[src/rtl/wb_stage.sv]
// Write-back stage: selects PC+4 / ALU / extended load data and issues a 1-cycle rf write.
// Latency 1 cycle from accept (or from late mem_rvalid); optional forwarding port under WB_FWD_EN.
// Backpressure: in_ready drops while a load waits for memory data and during reset.
module wb_stage #(
    parameter int XLEN    = 32,
    parameter int PC_W    = 32,
    parameter int RADDR_W = 5
) (
    input  logic               clk,
    input  logic               rst_n,
    input  logic               in_valid,
    output logic               in_ready,
    input  logic [1:0]         in_wdsel,
    input  logic               in_we,
    input  logic [RADDR_W-1:0] in_waddr,
    input  logic [2:0]         in_funct3,
    input  logic [XLEN-1:0]    in_alu_res,
    input  logic [PC_W-1:0]    in_pc_plus_4,
    input  logic               mem_rvalid,
    input  logic [XLEN-1:0]    mem_rdata,
    output logic               rf_we,
    output logic [RADDR_W-1:0] rf_waddr,
    output logic [XLEN-1:0]    rf_wdata,
    output logic               wb_err
`ifdef WB_FWD_EN
    ,
    output logic               fwd_valid,
    output logic [RADDR_W-1:0] fwd_addr,
    output logic [XLEN-1:0]    fwd_data
`endif
);

    localparam logic [1:0] WD_PC   = 2'b00;
    localparam logic [1:0] WD_ALU  = 2'b01;
    localparam logic [1:0] WD_LOAD = 2'b10;

    localparam logic [2:0] F3_LB  = 3'b000;
    localparam logic [2:0] F3_LH  = 3'b001;
    localparam logic [2:0] F3_LW  = 3'b010;
    localparam logic [2:0] F3_LBU = 3'b100;
    localparam logic [2:0] F3_LHU = 3'b101;

    typedef enum logic {IDLE, WAIT_MEM} state_t;

    state_t             state, nxt_state;
    logic               accept;

    logic               lat_we;
    logic [RADDR_W-1:0] lat_waddr;
    logic [2:0]         lat_f3;
    logic [1:0]         lat_off;

    logic               ld_we;
    logic [RADDR_W-1:0] ld_waddr;
    logic [2:0]         ld_f3;
    logic [1:0]         ld_off;
    logic [7:0]         ld_byte;
    logic [15:0]        ld_half;
    logic               ld_ok;
    logic [XLEN-1:0]    ld_data;

    logic               ld_fin;
    logic               latch_ld;
    logic               wr_en;
    logic               wr_err;
    logic [RADDR_W-1:0] wr_addr;
    logic [XLEN-1:0]    wr_data;

    assign in_ready = (state == IDLE) && rst_n;
    assign accept   = in_valid && in_ready;

    // A load completes either in its accept cycle or later from the latched request.
    assign ld_we    = (state == WAIT_MEM) ? lat_we    : in_we;
    assign ld_waddr = (state == WAIT_MEM) ? lat_waddr : in_waddr;
    assign ld_f3    = (state == WAIT_MEM) ? lat_f3    : in_funct3;
    assign ld_off   = (state == WAIT_MEM) ? lat_off   : in_alu_res[1:0];

    always_comb begin
        ld_byte = mem_rdata[{ld_off, 3'b000} +: 8];
        ld_half = mem_rdata[{ld_off[1], 4'b0000} +: 16];
        ld_ok   = 1'b1;
        ld_data = '0;
        case (ld_f3)
            F3_LB:  ld_data = XLEN'($signed(ld_byte));
            F3_LBU: ld_data = XLEN'(ld_byte);
            F3_LH: begin
                ld_ok   = !ld_off[0];
                ld_data = XLEN'($signed(ld_half));
            end
            F3_LHU: begin
                ld_ok   = !ld_off[0];
                ld_data = XLEN'(ld_half);
            end
            F3_LW: begin
                ld_ok   = (ld_off == 2'b00);
                ld_data = XLEN'($signed(mem_rdata[31:0]));
            end
            default: ld_ok = 1'b0;
        endcase
    end

    always_comb begin
        nxt_state = state;
        ld_fin    = 1'b0;
        latch_ld  = 1'b0;
        wr_en     = 1'b0;
        wr_err    = 1'b0;
        wr_addr   = rf_waddr;
        wr_data   = rf_wdata;
        case (state)
            IDLE: begin
                if (accept) begin
                    case (in_wdsel)
                        WD_PC: begin
                            wr_addr = in_waddr;
                            wr_data = XLEN'(in_pc_plus_4);
                            wr_en   = in_we && (in_waddr != '0);
                        end
                        WD_ALU: begin
                            wr_addr = in_waddr;
                            wr_data = in_alu_res;
                            wr_en   = in_we && (in_waddr != '0);
                        end
                        WD_LOAD: begin
                            if (mem_rvalid) begin
                                ld_fin = 1'b1;
                            end else begin
                                latch_ld  = 1'b1;
                                nxt_state = WAIT_MEM;
                            end
                        end
                        default: wr_err = 1'b1;
                    endcase
                end
            end
            WAIT_MEM: begin
                if (mem_rvalid) begin
                    ld_fin    = 1'b1;
                    nxt_state = IDLE;
                end
            end
            default: nxt_state = IDLE;
        endcase
        // Illegal or misaligned loads drop the write and leave the outputs holding.
        if (ld_fin) begin
            if (ld_ok) begin
                wr_addr = ld_waddr;
                wr_data = ld_data;
                wr_en   = ld_we && (ld_waddr != '0);
            end else begin
                wr_err = 1'b1;
            end
        end
    end

    always_ff @(posedge clk) begin
        if (!rst_n) begin
            state     <= IDLE;
            rf_we     <= 1'b0;
            rf_waddr  <= '0;
            rf_wdata  <= '0;
            wb_err    <= 1'b0;
            lat_we    <= 1'b0;
            lat_waddr <= '0;
            lat_f3    <= '0;
            lat_off   <= '0;
        end else begin
            state    <= nxt_state;
            rf_we    <= wr_en;
            rf_waddr <= wr_addr;
            rf_wdata <= wr_data;
            wb_err   <= wr_err;
            if (latch_ld) begin
                lat_we    <= in_we;
                lat_waddr <= in_waddr;
                lat_f3    <= in_funct3;
                lat_off   <= in_alu_res[1:0];
            end
        end
    end

`ifdef WB_FWD_EN
    assign fwd_valid = wr_en && rst_n;
    assign fwd_addr  = wr_addr;
    assign fwd_data  = wr_data;
`endif

endmodule

[config.mk]
export PLATFORM = sky130hd
export DESIGN_NAME = wb_stage
export DESIGN_NICKNAME = d
export VERILOG_FILES = /design/src/rtl/wb_stage.sv
export SDC_FILE = /design/constraint.sdc
export NUM_CORES = 1
export LEC_CHECK = 0
export ABC_AREA = 1
export BUFFER_PORTS_ARGS = -buffer_cell sky130_fd_sc_hd__buf_2
export CAP_MARGIN = 40
export CORE_MARGIN = 3
export CORE_UTILIZATION = 35
export DETAILED_ROUTE_END_ITERATION = 6
export HOLD_SLACK_MARGIN = 0.03
export PLACE_DENSITY = 0.71
export SKIP_CTS_REPAIR_TIMING = 1
export SLEW_MARGIN = 15
export SYNTH_ARGS = -nofsm -noshare
export SYNTH_HDL_FRONTEND = slang
export SYNTH_SLANG_ARGS = --single-unit
[constraint.sdc]
create_clock -name clk -period 1.9 [get_ports clk]
set_input_delay 0.095 -clock clk [delete_from_list [all_inputs] [get_ports clk]]
set_output_delay 0.095 -clock clk [all_outputs]
set_load 0.005 [all_outputs]
### After elaboration in Yosys (flattened, before gate mapping)

Index checks and enable logic that the tools add are counted.

| storage, ports and cells | value |
|---|---|
| input port bits | 111 |
| register bits | 51 |
| output and inout bits | 40 |
| word-level logic and storage cells | 67 |

| cells by class | value |
|---|---|
| shift operators | 2 |
| bitwise gates (word level) | 1 |
| reductions and logical operators | 14 |
| equality and inequality tests | 6 |
| mux-type cells | 35 |

Operator list:

| operator | count |
|---|---|
| $pmux W32 S5 | 1 |
| $mux W32 | 4 |
| $pmux W32 S2 | 1 |
| $shiftx A32 B6 Y16 | 1 |
| $shiftx A32 B6 Y8 | 1 |
| $mux W5 | 6 |
| $mux W1 | 18 |
| $reduce_bool A5 Y1 | 2 |
| $eq A3 B3 Y1 const B | 2 |
| $reduce_or A2 Y1 | 3 |
| $logic_and A1 B1 Y1 | 4 |
| $logic_not A2 Y1 | 2 |
| $pmux W1 S2 | 2 |
| $eq A3 B1 Y1 const B | 1 |
| $eq A3 B2 Y1 const B | 1 |
| $logic_not A3 Y1 | 1 |
| $mux W3 | 1 |
| $pmux W1 S3 | 1 |
| $reduce_or A3 Y1 | 1 |
| $eq A2 B1 Y1 const B | 1 |
| $eq A2 B2 Y1 const B | 1 |
| $mux W2 | 1 |
| $logic_not A1 Y1 | 1 |
| $not A1 Y1 | 1 |

### Logic depth before layout (Yosys ltp)

Gate-level depths: netlist of the first run.

| logic depth | value |
|---|---|
| word-level depth | 7 |
| mapped depth | 12 |
| depth with buffers taken out | 11 |

### Worst setup path before layout of the first run

No wires, ideal clock.

| timing | value |
|---|---|
| kind | reg2reg |
| from | register state |
| to | register rf_wdata[0] |
| period minus slack after synthesis | 1.459 ns |
| data required time | 1.787 ns |
| setup time | 0.113 ns |
| cell stages (with the launch flop) | 12 |
| arrival time | 1.347 ns |
| slack | 0.441 ns |
| path buffers | 2 |
| cells stage by stage | dfxtp_1 -> buf_4 -> nand2_1 -> nand2_2 -> nand3_1 -> nand2_1 -> nand2_1 -> nand2_2 -> nand2_4 -> buf_2 -> nor2_1 -> nor2_1 |

| between the ends | value |
|---|---|
| cells in the longest elaborated chain, start to end | 7 |
| elaborated cells on any way between the ends | 24 |
| classes of those cells | eq/ne: 4; shift: 2; mux: 10; bitwise: 1; reduce/logical: 7 |

Ends and longest elaborated chain:

| item | line | RTL |
|---|---|---|
| start, declared | 45 | `state_t state, nxt_state;` |
| start signal, assigned | 168 | `state <= nxt_state;` |
| parallel branches: the longest is 6 deep, another holds $shiftx A32 B6 Y16 | - |  |
| $mux W32 (*) | 145 | `if (ld_fin) begin` |
| end signal, assigned | 171 | `rf_wdata <= wr_data;` |
| end, declared | 23 | `output logic [XLEN-1:0] rf_wdata,` |

Every way passes the cells marked *.
A chain may end at the register's enable or synchronous reset.

### Final worst setup path of the first run

| timing | value |
|---|---|
| from | register state |
| to | register rf_wdata[13] |

Same word-level chain as after synthesis.

==> metrics.txt, run 1 <==
Net Sw Power 0.829 mW; fmax 578 MHz; Final HPWL DP 9770 µm; CP max FO 24; Max-Cap Viols 0; VDD IR-drop max 0.336 mV; Startpoint Class flip-flop; Max Buffers Root-to-Sink 2; TritonRoute pass-1 iters 5; antenna violations before repair 0; CTS clock-pin slew for the worst setup and hold paths 0.07 ns; Post-Syn Instances 700; crit path time final 1.73 ns; Port Buffers 150; register share of total power 38.1%; Hold Path Stages 3; largest net degree at the start of global routing 66; status completed; Cells after DPL between 900 and 1000; Synth async-reset ratio 0%; ANT nets after route 0; clock latency on the worst-skew pair approximately 0.28 ns; fin area approximately 0.0050 mm²; Clock Sinks about 50; HP Start in_funct3[2]; clock power share 37.9%; Die Ht 112 µm; syn avg cell area 5.66 µm²; P_leak 3.01 nW; Post-Syn Area 0.00397 mm²; r2r startpoint state$_SDFF_PN0_; RePlAce Congestion 0.956; Wirelength per Cell 13.2 µm; final hold viol count 0; Routed WL 12800 µm; FF-to-FF path depth 10; switching portion of total power 27.7%; Net Count, Synth 811; Pint ~2.2 mW; first-pass GRT wire length 20300 µm; clock tree root driver cell clkbuf_16; setup TNS 0 ns; reg2reg end rf_wdata[13]$_SDFF_PN0_; Filler cells 1200; total power between 2 and 3 mW; combinational fraction of design power 24.0%; full die area 0.0126 mm²; Crit path required time 2.09 ns; NumNets Final between 900 and 1000; Seq/Total Area, Yosys about a quarter; H-Tree Depth 2; placed cell area 0.00482 mm²; ratio of cells with drive above 1 in the final layout 23.7%; Setup-failing EPs final 0; vias in the first global route 4104; type of the worst min-delay path in -> reg; final std cells w/o fill 970; final core occ 46.0%; Top-Level Pins approximately 150; # diodes 0; YS warnings 0; number of synthesized flops with an enable pin 0; CTS tree built; Core Footprint 0.0109 mm²; post-synthesis register bit count 51; Final WS setup 0.169 ns; Slew Limit Fails 0; RSZ-0062 raised after global routing false; Critical Path AT 1.92 ns; die width approximately 110 µm; Clock Skews 0.00306 ns; cell row count 38; Synth-to-Final Area Change 26.9%; reg2reg setup slack 0.17 ns; Num CTS Buffers 5; WHS Endpoint lat_f3[2]$_SDFFE_PN0P_; most frequent cells in the layout nand2_1 (177), buf_2 (150), nor2_1 (121), inv_1 (77), nand3_1 (77); Crit. End Element flip-flop; Slew headroom 67.5%; ys flop type dfxtp_1; grt ovf 0; DP Worst Slack 0.0625 ns; initial core utilization 36.3%; most common cell after layout, fill and taps aside nand2_1; Global Route Usage Sum around a fifth; Avg Vias per Cell 4.82; critical path type reg -> reg; routed via count 4677; crit share post-route approximately nine tenths; WHS 0.0894 ns; synth unique cells 29; Iteration-0 DRC Markers about 300; Power Density between 500 and 600 mW/mm²; Slew @ Worst Pin 0.487 ns; Remaining DRCs 0
[critical path, cell delays in order (launching register included)]
cell,delay (ns)
dfxtp_2,0.34
buf_6,0.13
nand2_1,0.11
nand2_2,0.10
nand3_1,0.15
buf_12,0.17
nor2_1,0.05
a21oi_1,0.31
nand2_1,0.11
nor2_1,0.10
nor2_1,0.04
[power by group through the flow]
stage / Combinational (mW) / Clock (mW) / Sequential, mW
2_1_floorplan: 0.429 / 0 / 1.17
3_3_place_gp: 0.710 / 0 / 1.16
3_5_place_dp: 0.710 / 0 / 1.17
4_1_cts: 0.714 / 1.15 / 1.14
5_1_grt: 0.816 / 1.20 / 1.15
6_report: 0.719 / 1.14 / 1.14
[registers in the layout, summed over array words and instances, names as in the netlist]
name	cells
rf_wdata	32
lat_waddr	5
rf_waddr	5
lat_f3	3
lat_off	2
lat_we	1
rf_we	1
state	1
wb_err	1
[final cells by class]
class | instances | area [µm²] | area share (%)
Timing Repair Buffer | 167 | 920 | 18.3
Clock inverter | 2 | 60.1 | 1.19
Sequential cell | 51 | 1020 | 20.3
Clock buffer | 6 | 129 | 2.56
Multi-Input combinational cell | 523 | 2420 | 48.1
Tap cell | 140 | 175 | 3.48
Inverter | 81 | 307 | 6.09
[routing by layer]
layer	up-vias	global-route usage (%)	part of all wire, %
met5	-	0	0
met4	0	3.37	1.0
met3	12	2.75	7.0
met2	162	32.0	45
met1	2047	27.3	46
li1	2456	-	-
[worst max-delay path by stage]
stage / cells past startpoint / from / endpoint / slack [ns]
5_1_grt: 12 / state$_SDFF_PN0_ / rf_wdata[8]$_SDFF_PN0_ / 0.02
3_3_place_gp: 11 / state$_SDFF_PN0_ / rf_wdata[18]$_SDFF_PN0_ / 0.12
6_report: 10 / state$_SDFF_PN0_ / rf_wdata[13]$_SDFF_PN0_ / 0.17
4_1_cts: 11 / state$_SDFF_PN0_ / rf_wdata[14]$_SDFF_PN0_ / 0.05
3_5_place_dp: 11 / state$_SDFF_PN0_ / rf_wdata[14]$_SDFF_PN0_ / 0.06
2_1_floorplan: 11 / state$_SDFF_PN0_ / rf_wdata[0]$_SDFF_PN0_ / 0.44
[synth_stat cells, types with 4 or more instances]
master / count / area share [%]
nand2_1: 177 / 17
inv_1: 78 / 7.4
nor2_1: 121 / 11
nand3_1: 77 / 9.7
o21ai_0: 33 / 4.2
dfxtp_1: 51 / 26
clkbuf_1: 18 / 1.7
buf_2: 21 / 2.7
o21ai_1: 5 / 0.63
a21o_1: 31 / 5.9
nand2_2: 8 / 1.3
buf_6: 4 / 1.1
a21oi_1: 54 / 6.8
[logic make-up (layout without fill, tap and decap cells)]
family / count (synthesis) / in the layout / share of synthesized area [%]
AND/OR/NAND/NOR: 393 / 393 / 41.5
multiplexers: 1 / 1 / 0.252
AO/OA/AOI/OAI: 129 / 129 / 18.9
flip-flops: 51 / 51 / 25.7
buffers and inverters: 126 / 256 / 13.5
No activity file was read; power rests on OpenSTA's default activity.
==> run 2: changes to the inputs <==
--- a/config.mk
+++ b/config.mk
@@ -12,7 +12,7 @@
 export CORE_UTILIZATION = 35
 export DETAILED_ROUTE_END_ITERATION = 6
 export HOLD_SLACK_MARGIN = 0.03
-export PLACE_DENSITY = 0.71
+export PLACE_DENSITY = 0.74
 export SKIP_CTS_REPAIR_TIMING = 1
 export SLEW_MARGIN = 15
 export SYNTH_ARGS = -nofsm -noshare
==> constraint.sdc (replaced) <==
create_clock -name clk -period 1.4 [get_ports clk]
set_input_delay 0.07 -clock clk [delete_from_list [all_inputs] [get_ports clk]]
set_output_delay 0.07 -clock clk [all_outputs]
set_load 0.1 [all_outputs]
==> metrics.txt, run 2 (same netlist as run 1, synthesis figures left out) <==
status complete, but fails checks; failing checks negative setup slack; Routed WL 14100 µm; crit share post-route 116%; setup TNS -6.30 ns; Critical Path AT roughly 1.8 ns; fin area just under 0.006 mm²; Top-Level Pins around 150; largest reg by FF count rf_wdata; Slew @ Worst Pin between 0.5 and 0.6 ns; Wirelength per Cell 13.9 µm; Port Buffers 150; RePlAce Congestion 0.929; Cells after DPL 991; TritonRoute pass-1 iters 6; most common cell after layout, fill and taps aside nand2_1; Global Route Usage Sum approximately 20%; Max-Cap Viols 0; final std cells w/o fill between 1000 and 1500; Avg Vias per Cell 4.91; first-pass GRT wire length 21600 µm; Crit. End Element flip-flop; critical path type reg -> reg; Largest regs rf_wdata: 32 flops, lat_waddr: 5 flops, rf_waddr: 5 flops; Clock Sinks 51; P_leak 3.32 nW; Startpoint Class flip-flop; Crit path required time 1.59 ns; largest net degree at the start of global routing 41; WHS 0.0554 ns; Slew Limit Fails 0; Crit path top cell by count nand2_4; die width 112 µm; CP max FO 10; CP max stage cell dfxtp_4; CP peak stage delay around 0.41 ns; ratio of cells with drive above 1 in the final layout 33.4%; Synth-to-Final Area Change 45.3%; Remaining DRCs 0; Die Ht approximately 110 µm; type of the worst min-delay path in -> reg; vias in the first global route 4473; Setup-failing EPs final 38; grt ovf 0; Max Buffers Root-to-Sink 2; routed via count 4964; fmax 616 MHz; full die area between 0.01 and 0.015 mm²; Core Footprint 0.0109 mm²; placed cell area 0.00520 mm²; # diodes 0; most frequent cells in the layout nand2_1 (157), buf_2 (149), nor2_1 (103), inv_1 (76), nand3_1 (75); H-Tree Depth 2; CTS clock-pin slew for the worst setup and hold paths 0.07 ns; reg2reg setup slack -0.22 ns; worst-path cell chain buf_8 -> nand2_4 -> nand2_8 -> nand3_2 -> nand2_2 -> nand2_4 -> nand2_4 -> nand2_8 -> clkbuf_16 -> nor2_2 -> nor2_1; NumNets Final 982; final hold viol count 0; Final WS setup -0.224 ns; Iteration-0 DRC Markers 429; Filler cells around 1100; max FFs per register 32; CTS tree built; Final HPWL DP 10500 µm; Slew headroom between 60% and 70%; VDD IR-drop max between 0.5 and 0.6 mV; clock latency on the worst-skew pair around 0.29 ns; Clock Skews 0.00450 ns; total power 4.39 mW; final core occ 52.7%; initial core utilization 36.3%; antenna violations before repair 0; ANT nets after route 0; Power Density roughly 760 mW/mm²; RSZ-0062 raised after global routing true; crit path time final 1.62 ns; clock tree root driver cell clkbuf_16; Num CTS Buffers 5; DP Worst Slack -0.228 ns; cell row count 38
run 2: cell types whose count changed in the layout (fill, tap and decap cells not counted), moves of 3 or more:
cell,previous run,this run
nand2_4,2,11
buf_4,13,40
nand2_2,7,16
clkbuf_16,5,11
a21oi_2,1,4
a21oi_1,54,50
nand2_8,1,4
nor2_1,121,103
nor2_2,2,19
nand2_1,177,157
buf_12,3,9
run 2: critical path, delay by kind of cell, from the launching register on:
family / cells / cell delay (ns)
and+or+nand+nor: 9 / 0.78
DFF: 1 / 0.41
buffers and inverters: 2 / 0.35
run 2: final timing paths:
path / from / to / cells past startpoint
max: state$_SDFF_PN0_ / rf_wdata[14]$_SDFF_PN0_ / 11
min: in_we / lat_we$_SDFFE_PN0P_ / 3
max reg2reg: state$_SDFF_PN0_ / rf_wdata[14]$_SDFF_PN0_ / 11
min reg2reg: lat_we$_SDFFE_PN0P_ / lat_we$_SDFFE_PN0P_ / 2
run 2: layout make-up:
class | instances | area (µm²) | area share (%)
multi-input combinational | 524 | 2670 | 46.4
inverter | 81 | 312 | 5.41
timing repair buffer | 208 | 1430 | 24.7
clock buffer | 5 | 125 | 2.17
sequential | 51 | 1030 | 17.8
tap | 140 | 175 | 3.04
clock inverter | 3 | 23.8 | 0.413
run 2: report_power, final:
group	switching [mW]	internal (mW)	leakage, nW
Sequential	0.0369	1.51	0.416
Combinational	1.07	0.524	2.84
Clock	0.571	0.670	0.0664
run 2: per-layer routing:
layer	wire length [µm]	up-vias	global-route usage, %
li1	-	2543	-
met5	0	-	0
met1	6320	2178	29.6
met2	6380	223	32.3
met4	255	0	5.05
met3	1120	20	2.59
==> run 3: changes to the inputs <==
--- a/config.mk
+++ b/config.mk
@@ -8,11 +8,12 @@
 export ABC_AREA = 1
 export BUFFER_PORTS_ARGS = -buffer_cell sky130_fd_sc_hd__buf_2
 export CAP_MARGIN = 40
+export CORE_ASPECT_RATIO = 1.1
 export CORE_MARGIN = 3
 export CORE_UTILIZATION = 35
 export DETAILED_ROUTE_END_ITERATION = 6
 export HOLD_SLACK_MARGIN = 0.03
-export PLACE_DENSITY = 0.74
+export PLACE_DENSITY = 0.71
 export SKIP_CTS_REPAIR_TIMING = 1
 export SLEW_MARGIN = 15
 export SYNTH_ARGS = -nofsm -noshare
==> constraint.sdc (replaced) <==
create_clock -name clk -period 1.7 [get_ports clk]
set_input_delay 0.085 -clock clk [delete_from_list [all_inputs] [get_ports clk]]
set_output_delay 0.085 -clock clk [all_outputs]
set_load 0.1 [all_outputs]
==> metrics.txt, run 3 (same netlist as run 1, synthesis figures left out) <==
CTS clock-pin slew for the worst setup and hold paths around 0.060 ns; Setup-failing EPs final 0; Synth-to-Final Area Change 36.4%; CP max FO 9; Iteration-0 DRC Markers roughly 360; Routed WL 13700 µm; Filler cells 1208; Clock Sinks 51; routed via count 4822; largest reg by FF count rf_wdata; TritonRoute pass-1 iters 5; Port Buffers 150; WHS 0.0753 ns; Global Route Usage Sum 20.2%; Core Footprint 0.0110 mm²; RePlAce Congestion 0.929; Final HPWL DP 10200 µm; type of the worst min-delay path in -> reg; crit path time final approximately 1.6 ns; Max Buffers Root-to-Sink 2; RSZ-0062 raised after global routing true; final std cells w/o fill 1000; P_leak approximately 3.2 nW; Die Ht 118 µm; final hold viol count 0; Critical Path AT 1.81 ns; Remaining DRCs 0; ratio of cells with drive above 1 in the final layout approximately 28%; ANT nets after route 0; Num CTS Buffers 5; Wirelength per Cell about 14 µm; full die area 0.0126 mm²; H-Tree Depth 2; CTS tree built; vias in the first global route 4182; Slew @ Worst Pin 0.518 ns; die width 107 µm; most frequent cells in the layout nand2_1 (174), buf_2 (149), nor2_1 (111), inv_1 (76), nand3_1 (75); crit share post-route 95.1%; DP Worst Slack -0.0321 ns; Slew Limit Fails 0; most common cell after layout, fill and taps aside nand2_1; # diodes 0; Largest regs rf_wdata: 32 flops, lat_waddr: 5 flops, rf_waddr: 5 flops; VDD IR-drop max 0.495 mV; antenna violations before repair 0; clock latency on the worst-skew pair 0.30 ns; Crit path required time about 1.9 ns; cell row count 40; first-pass GRT wire length 21100 µm; Startpoint Class flip-flop; clock tree root driver cell clkbuf_16; critical path type reg -> reg; Final WS setup 0.0834 ns; Top-Level Pins approximately 150; Max-Cap Viols 0; Power Density between 600 and 700 mW/mm²; Slew headroom 65.7%; Clock Skews 0.00516 ns; Avg Vias per Cell 4.82; largest net degree at the start of global routing 64; grt ovf 0; status completed; Crit. End Element flip-flop; total power 3.70 mW; max FFs per register 32; setup TNS 0 ns; initial core utilization a little over a third; NumNets Final 963; fmax 619 MHz; Cells after DPL 980
[run 3: cell count changes in the layout (fill, tap and decap cells not counted), sizes merged]
cell      delta
clkbuf       -3
inv          -2
clkinvlp     -1
bufinv       +1
clkinv       +1
buf         -15
[run 3: final cells by class]
class                      instances  area [µm²]  share of cell area [%]
clock buffer                       6         139                    2.57
timing repair buffer             189        1200                    22.2
multi-input combinational        524        2520                    46.5
sequential                        51        1020                    18.9
clock inverter                     2        35.0                   0.648
inverter                          81         310                    5.74
tap                              147         184                    3.40
[run 3: layer usage]
layer	GRT usage (%)	share of wire (%)	vias to the layer above
met2	32.5	46	194
li1	-	-	2506
met5	0	0	-
met3	3.13	7.5	15
met4	5.13	1.4	0
met1	28.1	45	2107
[run 3: final timing paths]
check / from / endpoint / slack, ns / depth (start not counted)
worst max-delay path: state$_SDFF_PN0_ / rf_wdata[9]$_SDFF_PN0_ / 0.08 / 9
worst min register to register: lat_off[0]$_SDFFE_PN0P_ / lat_off[0]$_SDFFE_PN0P_ / 0.46 / 2
worst max register to register: state$_SDFF_PN0_ / rf_wdata[9]$_SDFF_PN0_ / 0.08 / 9
worst min-delay path: in_funct3[2] / lat_f3[2]$_SDFFE_PN0P_ / 0.08 / 3
[run 3: critical path: stages, from the launching register on]
cell     delay (ns)
dfxtp_4        0.37
inv_4          0.06
nand2_1        0.16
nand2_2        0.15
nand2_1        0.08
o21ai_0        0.13
a21oi_1        0.27
nand2_1        0.12
nor2_1         0.11
nor2_1         0.05
[run 3: stage by stage]
stage                     utilization (%)  instance area (µm²)
after floorplan                         -                 3970
after global placement               45.1                 4970
after detailed placement             45.1                 4970
after CTS                            46.7                 5140
after global routing                 49.1                 5410
final                                49.1                 5410
[run 3: power breakdown]
group	internal, mW	switching [mW]	leakage, nW
Clock	0.733	0.454	0.0868
Combinational	0.389	0.853	2.66
Sequential	1.25	0.0265	0.415
Total	2.37	1.33	3.16
